## src/rtl/mad_min_search.sv

```systemverilog
// Raster-order minimum-SAD search over a SEARCH_W x SEARCH_H candidate window.
// Reports the first (raster-earliest) minimum and its (x, y) position with a one-cycle done pulse.
module mad_min_search #(
  parameter int SEARCH_W = 8,
  parameter int SEARCH_H = 8
) (
  input  logic        clk,
  input  logic        rst_n,
  input  logic        start,
  input  logic        mad_valid,
  input  logic [11:0] mad,
  output logic        busy,
  output logic        done,
  output logic [11:0] best_mad,
  output logic [3:0]  best_x,
  output logic [3:0]  best_y
);

  typedef enum logic [1:0] {
    IDLE,
    SCAN,
    DONE
  } state_t;

  localparam logic [3:0]  X_LAST  = 4'(SEARCH_W - 1);
  localparam logic [3:0]  Y_LAST  = 4'(SEARCH_H - 1);
  localparam logic [11:0] MAD_MAX = 12'hFFF;

  state_t      state;
  state_t      state_next;

  logic [3:0]  x;
  logic [3:0]  y;
  logic [11:0] run_min;
  logic [3:0]  run_x;
  logic [3:0]  run_y;

  logic        consume;
  logic        take;
  logic        last;
  logic        first;
  logic [11:0] final_mad;
  logic [3:0]  final_x;
  logic [3:0]  final_y;

  // The (0,0) candidate is always taken so that a window of all 12'hFFF still reports (0,0).
  always_comb begin
    consume   = (state == SCAN) && mad_valid;
    first     = (x == 4'd0) && (y == 4'd0);
    take      = consume && (first || (mad < run_min));
    last      = consume && (x == X_LAST) && (y == Y_LAST);
    final_mad = take ? mad : run_min;
    final_x   = take ? x : run_x;
    final_y   = take ? y : run_y;
  end

  always_ff @(posedge clk) begin
    if (!rst_n) begin
      state <= IDLE;
    end else begin
      state <= state_next;
    end
  end

  always_comb begin
    state_next = state;
    busy       = 1'b0;
    done       = 1'b0;
    case (state)
      IDLE: begin
        if (start) begin
          state_next = SCAN;
        end
      end
      SCAN: begin
        busy = 1'b1;
        if (last) begin
          state_next = DONE;
        end
      end
      DONE: begin
        busy       = 1'b1;
        done       = 1'b1;
        state_next = IDLE;
      end
      default: begin
        state_next = IDLE;
      end
    endcase
  end

  // The final comparison is folded into the published result on the same edge that enters DONE.
  always_ff @(posedge clk) begin
    if (!rst_n) begin
      x        <= 4'd0;
      y        <= 4'd0;
      run_min  <= MAD_MAX;
      run_x    <= 4'd0;
      run_y    <= 4'd0;
      best_mad <= MAD_MAX;
      best_x   <= 4'd0;
      best_y   <= 4'd0;
    end else if ((state == IDLE) && start) begin
      x       <= 4'd0;
      y       <= 4'd0;
      run_min <= MAD_MAX;
      run_x   <= 4'd0;
      run_y   <= 4'd0;
    end else if (consume) begin
      if (take) begin
        run_min <= mad;
        run_x   <= x;
        run_y   <= y;
      end
      if (x == X_LAST) begin
        x <= 4'd0;
        y <= y + 4'd1;
      end else begin
        x <= x + 4'd1;
      end
      if (last) begin
        best_mad <= final_mad;
        best_x   <= final_x;
        best_y   <= final_y;
      end
    end
  end

endmodule
```

## config.mk

```make
export PLATFORM = sky130hd
export DESIGN_NAME = mad_min_search
export DESIGN_NICKNAME = d
export VERILOG_FILES = /design/src/rtl/mad_min_search.sv
export SDC_FILE = /design/constraint.sdc
export NUM_CORES = 1
export LEC_CHECK = 0
export BUFFER_PORTS_ARGS = -buffer_cell sky130_fd_sc_hd__buf_2
export CORE_MARGIN = 2
export CORE_UTILIZATION = 45
export DETAILED_ROUTE_END_ITERATION = 7
export MAX_ROUTING_LAYER = met4
export PLACE_DENSITY_LB_ADDON = 0.2
export SLEW_MARGIN = 5
export SYNTH_ARGS = -nofsm -noshare
export SYNTH_HDL_FRONTEND = slang
export SYNTH_SLANG_ARGS = --single-unit
```

## constraint.sdc

```tcl
create_clock -name clk -period 2 [get_ports clk]
set_input_delay 0 -clock clk [delete_from_list [all_inputs] [get_ports clk]]
set_output_delay 0 -clock clk [all_outputs]
set_load 0.005 [all_outputs]
```

[Word level (Yosys, flattened, before mapping)]
Cells that the tools add are included.
Storage, ports and cells
  output and inout bits: 22
  bits in writable memories: 0
  latch bits: 0
  logic and storage cells: 44
  memories kept: 0
  memory bits (read-only): 0
  register bits: 50
  input port bits: 16
Operators by class
  multiply operators: 0
  div/mod/pow operators: 0
  mux-type cells: 9
  shift operators: 0
  reductions and logical operators: 15
  add/subtract/negate cells: 2
  order comparisons: 1
  bitwise operators: 2
  equality and inequality tests: 6
Operators with widths (number)
  less-than comparator 12 bit: 1
  two-way mux 12 bit: 1
  two-way mux 4 bit: 3
  adder 4 x 1 -> 4 bit (second input constant): 2
  equality test 4 x 3 -> 1 bit (second input constant): 2
  logical NOT 4 bit: 2
  logical AND 1 bit: 6
  two-way mux 2 bit: 2
  != test 2 bit (second input constant): 2
  one-hot mux 2 bit (2 select lines): 1
  AND reduction 2 bit: 2
  OR reduction 2 bit: 2
  AND reduction 3 bit: 1
  equality test 2 x 1 -> 1 bit (second input constant): 1
  equality test 2 bit (second input constant): 1
  logical NOT 2 bit: 1
  two-way mux 1 bit: 2
  inverter 1 bit: 2
  logical OR 1 bit: 1

[Longest topological paths before layout]
Gate-level depths: netlist (run 1).
  depth after elaboration: 6
  mapped depth: 8
  depth with buffers taken out: 7

[Worst setup path after synthesis (run 1)]
OpenSTA, ideal clock, no wires.
  kind: register to register
  start: register run_min[11]
  end: register run_min[10]
  buffers on the path: 1
  data required time: 1863 ps
  data arrival time: 1933 ps
  setup slack: -70 ps
  clock period less this slack: 2070 ps
  cell stages (with the launch flop): 9
  cell sequence: dfxtp_1 inv_1 ha_1 a211o_1 a311o_1 a221o_2 buf_6 nand3_2 nand3_1
On the way
  cells in the longest elaborated chain, start to end: 4
Ends and longest elaborated chain
  from (decl): line 34  | logic [11:0] run_min;
  from (signal assigned): line 111  | run_min <= mad;
  less-than comparator 12 bit: line 50  | take = consume && (first || (mad < run_min));
  logical OR 1 bit: line 50
  logical AND 1 bit: line 50
  two-way mux 12 bit
No other way between the ends.
A chain may end at the register's enable or synchronous reset.

[Worst setup path in the final report (run 1)]
  start: register run_min[11]
  end: register run_min[6]
Same word-level chain as after synthesis.

==> results.sh, run 1 <==
export IMPL_skew_ns=0.009683
export IMPL_num_antenna_cells=0
export IMPL_critPathMaxFanout=7
export IMPL_stdcell_count=402
export IMPL_ant_nets=0
export IMPL_fillers=495
export IMPL_dr_total_vias=2147
export IMPL_place_congestion=0.7967
export IMPL_clk_latency_ns=0.30
export IMPL_fin_util_pct=59.33
export IMPL_setup_slack_ns=0.01311
export IMPL_wl_um=5685
export IMPL_dp_slack_ns=-0.08473
export IMPL_rows=27
export IMPL_synth_top_cell_area_share_pct=39.60
export IMPL_setup_worst_path_start_class="flip-flop"
export IMPL_avgSynthCellArea_um2=9.431
export IMPL_worstPathArrival_ns=2.15
export IMPL_min_path_type="primary input to flip-flop"
export IMPL_antenna_found_initial=0
export IMPL_cts_sinks=50
export IMPL_die_w_um=78.95
export IMPL_gr_total_overflow=0
export IMPL_start_util_pct=46.18
export IMPL_vdd_drop_max_uv=470.4
export IMPL_placedCellCount=381
export IMPL_cap_violations=0
export IMPL_io_buffers=37
export IMPL_num_io_pins=38
export IMPL_grt_max_degree=23
export IMPL_critical_path_class="flip-flop to flip-flop"
export IMPL_cts_root_buf="clkbuf_8"
export IMPL_cts_made_buffers=5
export IMPL_min_period_ns=1.987
export IMPL_fmax_mhz=503.3
export IMPL_synth_edf_count=0
export IMPL_grt_first_pass_wirelength_um=9687
export IMPL_tightest_slew_ns=0.6359
export IMPL_yosys_warnings=0
export IMPL_cts_tree="done"
export IMPL_period_share_pct=99.34
export IMPL_synth_commonest_cells="dfxtp_1 (50), ha_1 (20), inv_1 (20), nor2_1 (20)"
export IMPL_hold_viol=0
export IMPL_yosysTopAreaCell="dfxtp_1"
export IMPL_yosys_cell_types_count=41
export IMPL_syn2layout_area_growth_pct=28.47
export IMPL_endpoint_kind="flip-flop"
export IMPL_yosysMostFrequentCell="dfxtp_1"
export IMPL_synthArstFlopShare_pct=0
export IMPL_dr_pass1_iters=4
export IMPL_die_area_mm2=0.006232
export IMPL_clk_pin_slew_worst_paths_ns=0.10
export IMPL_leakage_nw=1.409
export IMPL_synth_ff_type="dfxtp_1"
export IMPL_clockBufferDepth=2
export IMPL_status="complete, no violations"
export IMPL_power_density_mw_per_mm2=954.9
export IMPL_drive_gt1_share_pct=40.00
export IMPL_avgViaCountPerCell=5.341
export IMPL_hpwlAfterDp_um=4029
export IMPL_synthTopCellsByArea="dfxtp_1 (40%), ha_1 (9.9%), nand3_2 (6.7%)"
export IMPL_die_h_um=78.95
export IMPL_fin_nets=365
export IMPL_synth_fp_nets=304
export IMPL_grt_pass1_vias=2142
export IMPL_yosys_register_bits=50
export IMPL_finalMaxSlewViolations=0
export IMPL_rsz0062_at_grt="true"
export IMPL_yosysSeqAreaShare_pct=39.60
export IMPL_route_detailed_drc=0
export IMPL_synth_area_mm2=0.002527
export IMPL_hold_slack_ns=0.006606
export IMPL_core_region_area_mm2=0.005473
export IMPL_finalSetupViolCount=0
export IMPL_grt_usage_pct=20.11
export IMPL_drt_iter0_drc=74
export IMPL_slew_headroom_pct=57.61
export IMPL_h_tree_depth=2
export IMPL_avgRoutedWirePerCell_um=14.14
export IMPL_netlist_instances=268
export IMPL_critical_path_required_ns=2.17
[cells by family after synthesis]
kind of cell / share of synthesized area [%]
adder cells (fa/ha/maj): 9.901
AND/OR/NAND/NOR: 20.94
AO/OA/AOI/OAI: 19.80
buffers and inverters: 6.831
flip-flops: 39.60
multiplexers: 1.188
XOR/XNOR: 1.733
[flip-flops by register name, summed over array words and instances (netlist names)]
register / flops
best_mad: 12
best_x: 4
best_y: 4
run_min: 12
run_x: 4
run_y: 4
state: 2
x: 4
y: 4
[power breakdown]
group	internal (W)	total (W)	switching (W)
Combinational	0.000566	0.00131	0.000748
Clock	0.000279	0.000622	0.000343
Sequential	0.00109	0.00116	0.0000766
[cells in the final DEF, fill, tap and decap left out, types with 6 or more instances in the layout]
cell type	n
buf_2	37
nand3_2	24
clkbuf_8	6
a31oi_1	18
o21ai_0	9
buf_4	14
o21ai_2	17
a21oi_1	9
dlygate4sd3_1	12
dfxtp_1	45
nor2_1	19
nand3_1	9
ha_1	15
nand2_1	6
inv_1	17
[final timing paths]
path / slack, ns / end / startpoint / depth (start not counted)
min: 0.007 / x[1] / mad_valid / 3
max: 0.01 / run_min[6] / run_min[11] / 8
min reg2reg: 0.46 / run_y[1] / run_y[1] / 2
max reg2reg: 0.01 / run_min[6] / run_min[11] / 8
[layer usage]
layer	routed length, µm	GRT usage (%)	up-vias
met5	0	-	-
met4	76	7.069	0
met3	148	3.409	9
met2	2834	34.62	33
met1	2625	23.86	1020
li1	-	-	1085
[final cells by class]
class	count	area [µm²]	share of cell area [%]
clock buffers	6	82.58	2.543
clock inverters	2	12.51	0.3854
inverters	20	75.07	2.312
multi-input cells	184	1509	46.47
flip-flops and latches	50	1007	31.02
well taps	72	90.09	2.775
repair buffers	68	470.5	14.49
[timing repair]
action,4_1_cts,5_1_grt
resized for setup,25,12
hold buffers,12,0
pin swaps,16,13
hold endpoints to repair,21,0
endpoints found under the setup margin,40,40
setup buffers,1,0
[worst max-delay path: stages (launching register included)]
cell	delay (ns)
dfxtp_2	0.35
inv_2	0.05
ha_4	0.21
a211o_1	0.25
a311o_1	0.32
a221o_2	0.37
buf_8	0.17
nand3_2	0.07
nand3_2	0.08
[through the flow]
| stage | area [µm²] | power, W | TNS, ns |
|---|---|---|---|
| finish | 3247 | 0.003100 | 0 |
| global route | 3247 | 0.003315 | -1.635 |
| CTS | 3186 | 0.003063 | -0.01423 |
| detailed placement | 2859 | 0.002294 | -2.023 |
| global placement | 2859 | 0.002271 | -1.034 |
| floorplan | 2540 | 0.002007 | 0 |
(Power assumes the default switching activity.)
==> run 2, diff against run 1 <==
- clock period: 2 -> 2.4 ns (I/O delays scaled with it)
==> run 2 against run 1 <==
  * Power shrank 23%
  * Highest routed layer unchanged
  * Critical endpoint is now run_min[7]
  * Non-clock buffer count down 6
  * Worst hold slack improved by 0.061 ns
  * First-iteration DRC count rose by 4.1%
  * Register-to-register slack gained 0.19 ns
  * Die area unchanged
  * Clock skew grew 0.0019 ns
  * Flip-flop and latch count is the same
  * Largest power group is now registers
  * Worst setup slack better by 0.19 ns
  * Combinational power fell by 29%
  * Via count down 1.8%
  * Global-route usage fell by 1.0 points
==> results.sh, run 2 (synthesis results as in run 1) <==
export IMPL_rows=27
export IMPL_h_tree_depth=2
export IMPL_avgViaCountPerCell=5.326
export IMPL_hpwlAfterDp_um=3981
export IMPL_grt_first_pass_wirelength_um=9177
export IMPL_dr_pass1_iters=4
export IMPL_core_region_area_mm2=0.005473
export IMPL_fmax_mhz=454.6
export IMPL_gr_total_overflow=0
export IMPL_min_path_type="primary input to flip-flop"
export IMPL_io_buffers=37
export IMPL_finalMaxSlewViolations=0
export IMPL_fillers=539
export IMPL_setup_worst_path_start_class="flip-flop"
export IMPL_critPathMaxFanout=11
export IMPL_largest_registers="best_mad x12, run_min x12"
export IMPL_skew_ns=0.01155
export IMPL_die_w_um=78.95
export IMPL_clk_latency_ns=0.30
export IMPL_antenna_found_initial=0
export IMPL_cts_sinks=50
export IMPL_die_area_mm2=0.006232
export IMPL_finalSetupViolCount=0
export IMPL_endpoint_kind="flip-flop"
export IMPL_drive_gt1_share_pct=30.25
export IMPL_slew_headroom_pct=64.63
export IMPL_worstPathArrival_ns=2.36
export IMPL_cts_root_buf="clkbuf_8"
export IMPL_num_io_pins=38
export IMPL_status="complete, no violations"
export IMPL_grt_pass1_vias=2045
export IMPL_ant_nets=0
export IMPL_start_util_pct=46.18
export IMPL_clk_pin_slew_worst_paths_ns=0.10
export IMPL_wl_um=5532
export IMPL_placed_cell_area_mm2=0.002826
export IMPL_period_share_pct=91.66
export IMPL_hold_viol=0
export IMPL_dr_total_vias=2109
export IMPL_clockBufferDepth=2
export IMPL_regArea_mm2=0.001001
export IMPL_rsz0062_at_grt="false"
export IMPL_power_density_mw_per_mm2=784.8
export IMPL_drt_iter0_drc=77
export IMPL_min_period_ns=2.200
export IMPL_fin_nets=359
export IMPL_cts_tree="done"
export IMPL_num_antenna_cells=0
export IMPL_mostFrequentLayoutCells="dfxtp_1 (50), buf_2 (37), inv_1 (20), nor2_1 (20), ha_1 (20)"
export IMPL_fin_area_mm2=0.003052
export IMPL_syn2layout_area_growth_pct=20.74
export IMPL_critical_path_required_ns=2.56
export IMPL_multi_input_area_mm2=0.001360
export IMPL_tightest_slew_ns=0.5305
export IMPL_setup_tns_final_ns=0
export IMPL_cts_made_buffers=5
export IMPL_route_detailed_drc=0
export IMPL_vdd_drop_max_uv=355.3
export IMPL_grt_usage_pct=19.07
export IMPL_avgRoutedWirePerCell_um=13.97
export IMPL_layout_commonest_cell="dfxtp_1"
export IMPL_die_h_um=78.95
export IMPL_post_cts_buffers=0
export IMPL_leakage_nw=1.381
export IMPL_grt_max_degree=21
export IMPL_critical_path_class="flip-flop to flip-flop"
export IMPL_cap_violations=0
export IMPL_place_congestion=0.7792
## run 2: cell types whose count changed in the layout (fill, tap and decap cells not counted), moves of 5 or more
cell,change
dfxtp_2,-5
ha_1,+5
nand3_2,-7
dfxtp_1,+5
nand3_1,+10
## run 2: path summary, 6_finish.rpt
path,start,end,slack (ns),cells past startpoint
setup / recovery,run_min[11],run_min[7],0.20,8
hold / removal,rst_n,best_y[2],0.07,3
setup reg to reg,run_min[11],run_min[7],0.20,8
hold reg to reg,run_y[1],run_y[1],0.46,2
## run 2: layout make-up
| class | count | area share, % |
|---|---|---|
| Multi-Input combinational cell | 184 | 44.57 |
| Sequential cell | 50 | 32.80 |
| Clock inverter | 2 | 0.4100 |
| Tap cell | 72 | 2.952 |
| Clock buffer | 6 | 2.706 |
| Timing Repair Buffer | 62 | 14.10 |
| Inverter | 20 | 2.460 |
## run 2: metal layers
| metal | vias up | global-route usage, % | share of wire [%] |
|---|---|---|---|
| li1 | 1064 | - | - |
| met1 | 1000 | 21.96 | 44 |
| met2 | 41 | 33.93 | 51 |
| met3 | 4 | 3.182 | 3.8 |
| met4 | 0 | 6.207 | 0.89 |
| met5 | - | - | 0 |
## run 2: stage by stage
| step | setup slack, ns | total power [W] | hold slack [ns] | util, % | cells |
|---|---|---|---|---|---|
| after global routing | 0.09585 | 0.002566 | 0.07917 | 55.76 | 396 |
| final | 0.2001 | 0.002395 | 0.06741 | 55.76 | 396 |
| after CTS | 0.1979 | 0.002424 | 0.05738 | 55.76 | 396 |
| after floorplan | 0.3302 | 0.001667 | 0.1317 | - | 268 |
| after detailed placement | 0.2155 | 0.001893 | 0.2623 | 51.65 | 375 |
| after global placement | 0.2524 | 0.001872 | 0.2530 | 51.65 | 375 |
## run 2: critical path, cell delays in order, from the launching register on
cell and delay [ns]:
dfxtp_1 0.36, inv_1 0.05, ha_1 0.29, a211o_1 0.29, a311o_1 0.36, a221o_2 0.33
buf_4 0.21, nand3_2 0.10, nand3_1 0.07
## run 2: repair_timing
item                                   4_1_cts  5_1_grt
endpoints found under the hold margin       23        0
gates resized for setup                      0        0
setup endpoints to repair                    0        0
hold buffers                                13        0
## run 2: power breakdown
group | switching [W] | internal (W)
clock network | 0.000282 | 0.000232
registers | 0.0000519 | 0.000901
logic | 0.000544 | 0.000384
total | 0.000877 | 0.00152
==> run 3, diff against run 2 <==
- clock period: 2.4 -> 2.82 ns (I/O delays scaled with it)
==> run 3 against run 2 <==
  * Count of clock-buffer cells in the layout up 1
  * Core utilization down 1.1 points
  * Register-to-register slack better by 0.28 ns
  * Clock power down 3%
  * Critical endpoint is now run_min[4]
  * Largest cell class unchanged
  * Largest power group unchanged
  * Highest routed layer unchanged
==> results.sh, run 3 (synthesis results as in run 1) <==
export IMPL_status="complete, no violations"
export IMPL_dr_total_vias=2026
export IMPL_placedCellCount=369
export IMPL_die_h_um=78.95
export IMPL_slew_headroom_pct=55.74
export IMPL_clk_latency_ns=0.30
export IMPL_p_int_w=0.001313
export IMPL_slowest_delay_ns=0.57
export IMPL_die_w_um=78.95
export IMPL_io_buffers=37
export IMPL_cts_root_buf="clkbuf_8"
export IMPL_fmax_mhz=428.2
export IMPL_avgRoutedWirePerCell_um=13.69
export IMPL_power_share_switching_pct=35.45
export IMPL_hold_viol=0
export IMPL_rsz0062_at_grt="false"
export IMPL_crit_chain="inv_1 -> ha_1 -> a211o_1 -> a311o_1 -> a221o_2 -> nand3_2 -> nand3_1"
export IMPL_min_period_ns=2.335
export IMPL_finalSetupViolCount=0
export IMPL_h_tree_depth=2
export IMPL_grt_usage_pct=18.92
export IMPL_finalPower_w=0.002034
export IMPL_fillers=517
export IMPL_power_density_mw_per_mm2=679.6
export IMPL_p_comb_share_pct=35.8
export IMPL_mostFrequentLayoutCells="dfxtp_1 (50), buf_2 (37), inv_1 (20), nor2_1 (20), ha_1 (20)"
export IMPL_multi_input_area_mm2=0.001360
export IMPL_num_antenna_cells=0
export IMPL_wl_um=5339
export IMPL_setup_tns_final_ns=0
export IMPL_cts_sinks=50
export IMPL_stdcell_count=390
export IMPL_die_area_mm2=0.006232
export IMPL_grt_max_degree=23
export IMPL_post_cts_buffers=0
export IMPL_skew_ns=0.007289
export IMPL_critPathMaxFanout=22
export IMPL_cts_made_buffers=5
export IMPL_drive_gt1_share_pct=28.30
export IMPL_clkPwrFrac_pct=24.4
export IMPL_slowest_stage="a221o_2"
export IMPL_cap_violations=0
export IMPL_avgViaCountPerCell=5.195
export IMPL_grt_pass1_vias=1988
export IMPL_p_sw_w=0.0007210
export IMPL_clk_pin_slew_worst_paths_ns=0.09
export IMPL_cts_tree="done"
export IMPL_grt_first_pass_wirelength_um=9066
export IMPL_min_path_type="primary input to flip-flop"
export IMPL_endpoint_kind="flip-flop"
export IMPL_drt_iter0_drc=78
export IMPL_layout_commonest_cell="dfxtp_1"
export IMPL_vdd_drop_max_uv=300.7
export IMPL_fin_nets=353
export IMPL_leakage_nw=1.351
export IMPL_dr_pass1_iters=4
export IMPL_setup_worst_path_start_class="flip-flop"
export IMPL_core_region_area_mm2=0.005473
export IMPL_period_share_pct=82.81
export IMPL_route_detailed_drc=0
export IMPL_syn2layout_area_growth_pct=18.42
export IMPL_cts_resized=0
export IMPL_antenna_found_initial=0
export IMPL_rows=27
export IMPL_critical_path_required_ns=2.98
export IMPL_tightest_slew_ns=0.6639
export IMPL_hpwlAfterDp_um=3761
export IMPL_place_congestion=0.7778
export IMPL_critical_path_class="flip-flop to flip-flop"
export IMPL_worstPathArrival_ns=2.50
export IMPL_ant_nets=0
export IMPL_clockBufferDepth=2
export IMPL_gr_total_overflow=0
export IMPL_regArea_mm2=0.001001
export IMPL_hold_slack_ns=0.06554
export IMPL_finalMaxSlewViolations=0
export IMPL_largest_registers="best_mad x12, run_min x12"
export IMPL_num_io_pins=38
export IMPL_start_util_pct=46.18
export IMPL_seqPwrFrac_pct=39.8
-- run 3: cell types whose count changed in the layout (fill, tap and decap cells not counted) --
cell        change
clkbuf_8        -1
clkbuf_1        +2
bufinv_16       +1
buf_12          -2
clkinvlp_4      -1
clkinv_2        -1
buf_4           -4
-- run 3: routing by layer --
layer	track usage [%]	share of wire (%)	vias up
met3	3.750	3.3	6
li1	-	-	1051
met2	33.16	49	37
met1	22.44	47	932
met4	4.655	1.1	0
met5	-	0	-
-- run 3: worst paths after layout --
path	slack [ns]	cells past startpoint	startpoint	to
setup / recovery	0.48	7	run_min[11]	run_min[4]
hold / removal	0.07	3	rst_n	best_y[2]
setup reg to reg	0.48	7	run_min[11]	run_min[4]
hold reg to reg	0.47	2	run_y[0]	run_y[0]
-- run 3: worst max-delay path: cells and delay by family (launching register included) --
family | cells | cell delay [ns]
AOI/OAI and AO/OA | 3 | 1.23
and+or+nand+nor | 2 | 0.26
DFF | 1 | 0.35
adders and majority gates | 1 | 0.30
buffers and inverters | 1 | 0.05
-- run 3: stage by stage --
step	instance area [µm²]	worst slack (ns)	util (%)
CTS	2993	0.4753	54.69
floorplan	2527	0.7502	-
detailed placement	2756	0.4843	50.37
global route	2993	0.3689	54.69
global placement	2756	0.5231	50.37
finish	2993	0.4847	54.69
-- run 3: timing repair --
action,4_1_cts,5_1_grt
endpoints found under the setup margin,0,0
hold buffers,13,0
hold endpoints to repair,23,0
-- run 3: layout make-up --
type                       count  area share [%]
inverter                      20           2.508
tap                           72           3.010
multi-input combinational    184           45.44
clock inverter                 1           1.003
clock buffer                   7           2.550
timing repair buffer          56           12.04
sequential                    50           33.44
-- run 3: power groups by stage --
stage               clock, W  sequential [W]  combinational, W
global placement           0        0.000826          0.000707
finish              0.000497        0.000810          0.000727
global route        0.000541        0.000817          0.000813
floorplan                  0        0.000817          0.000602
detailed placement         0        0.000826          0.000717
CTS                 0.000511        0.000810          0.000734
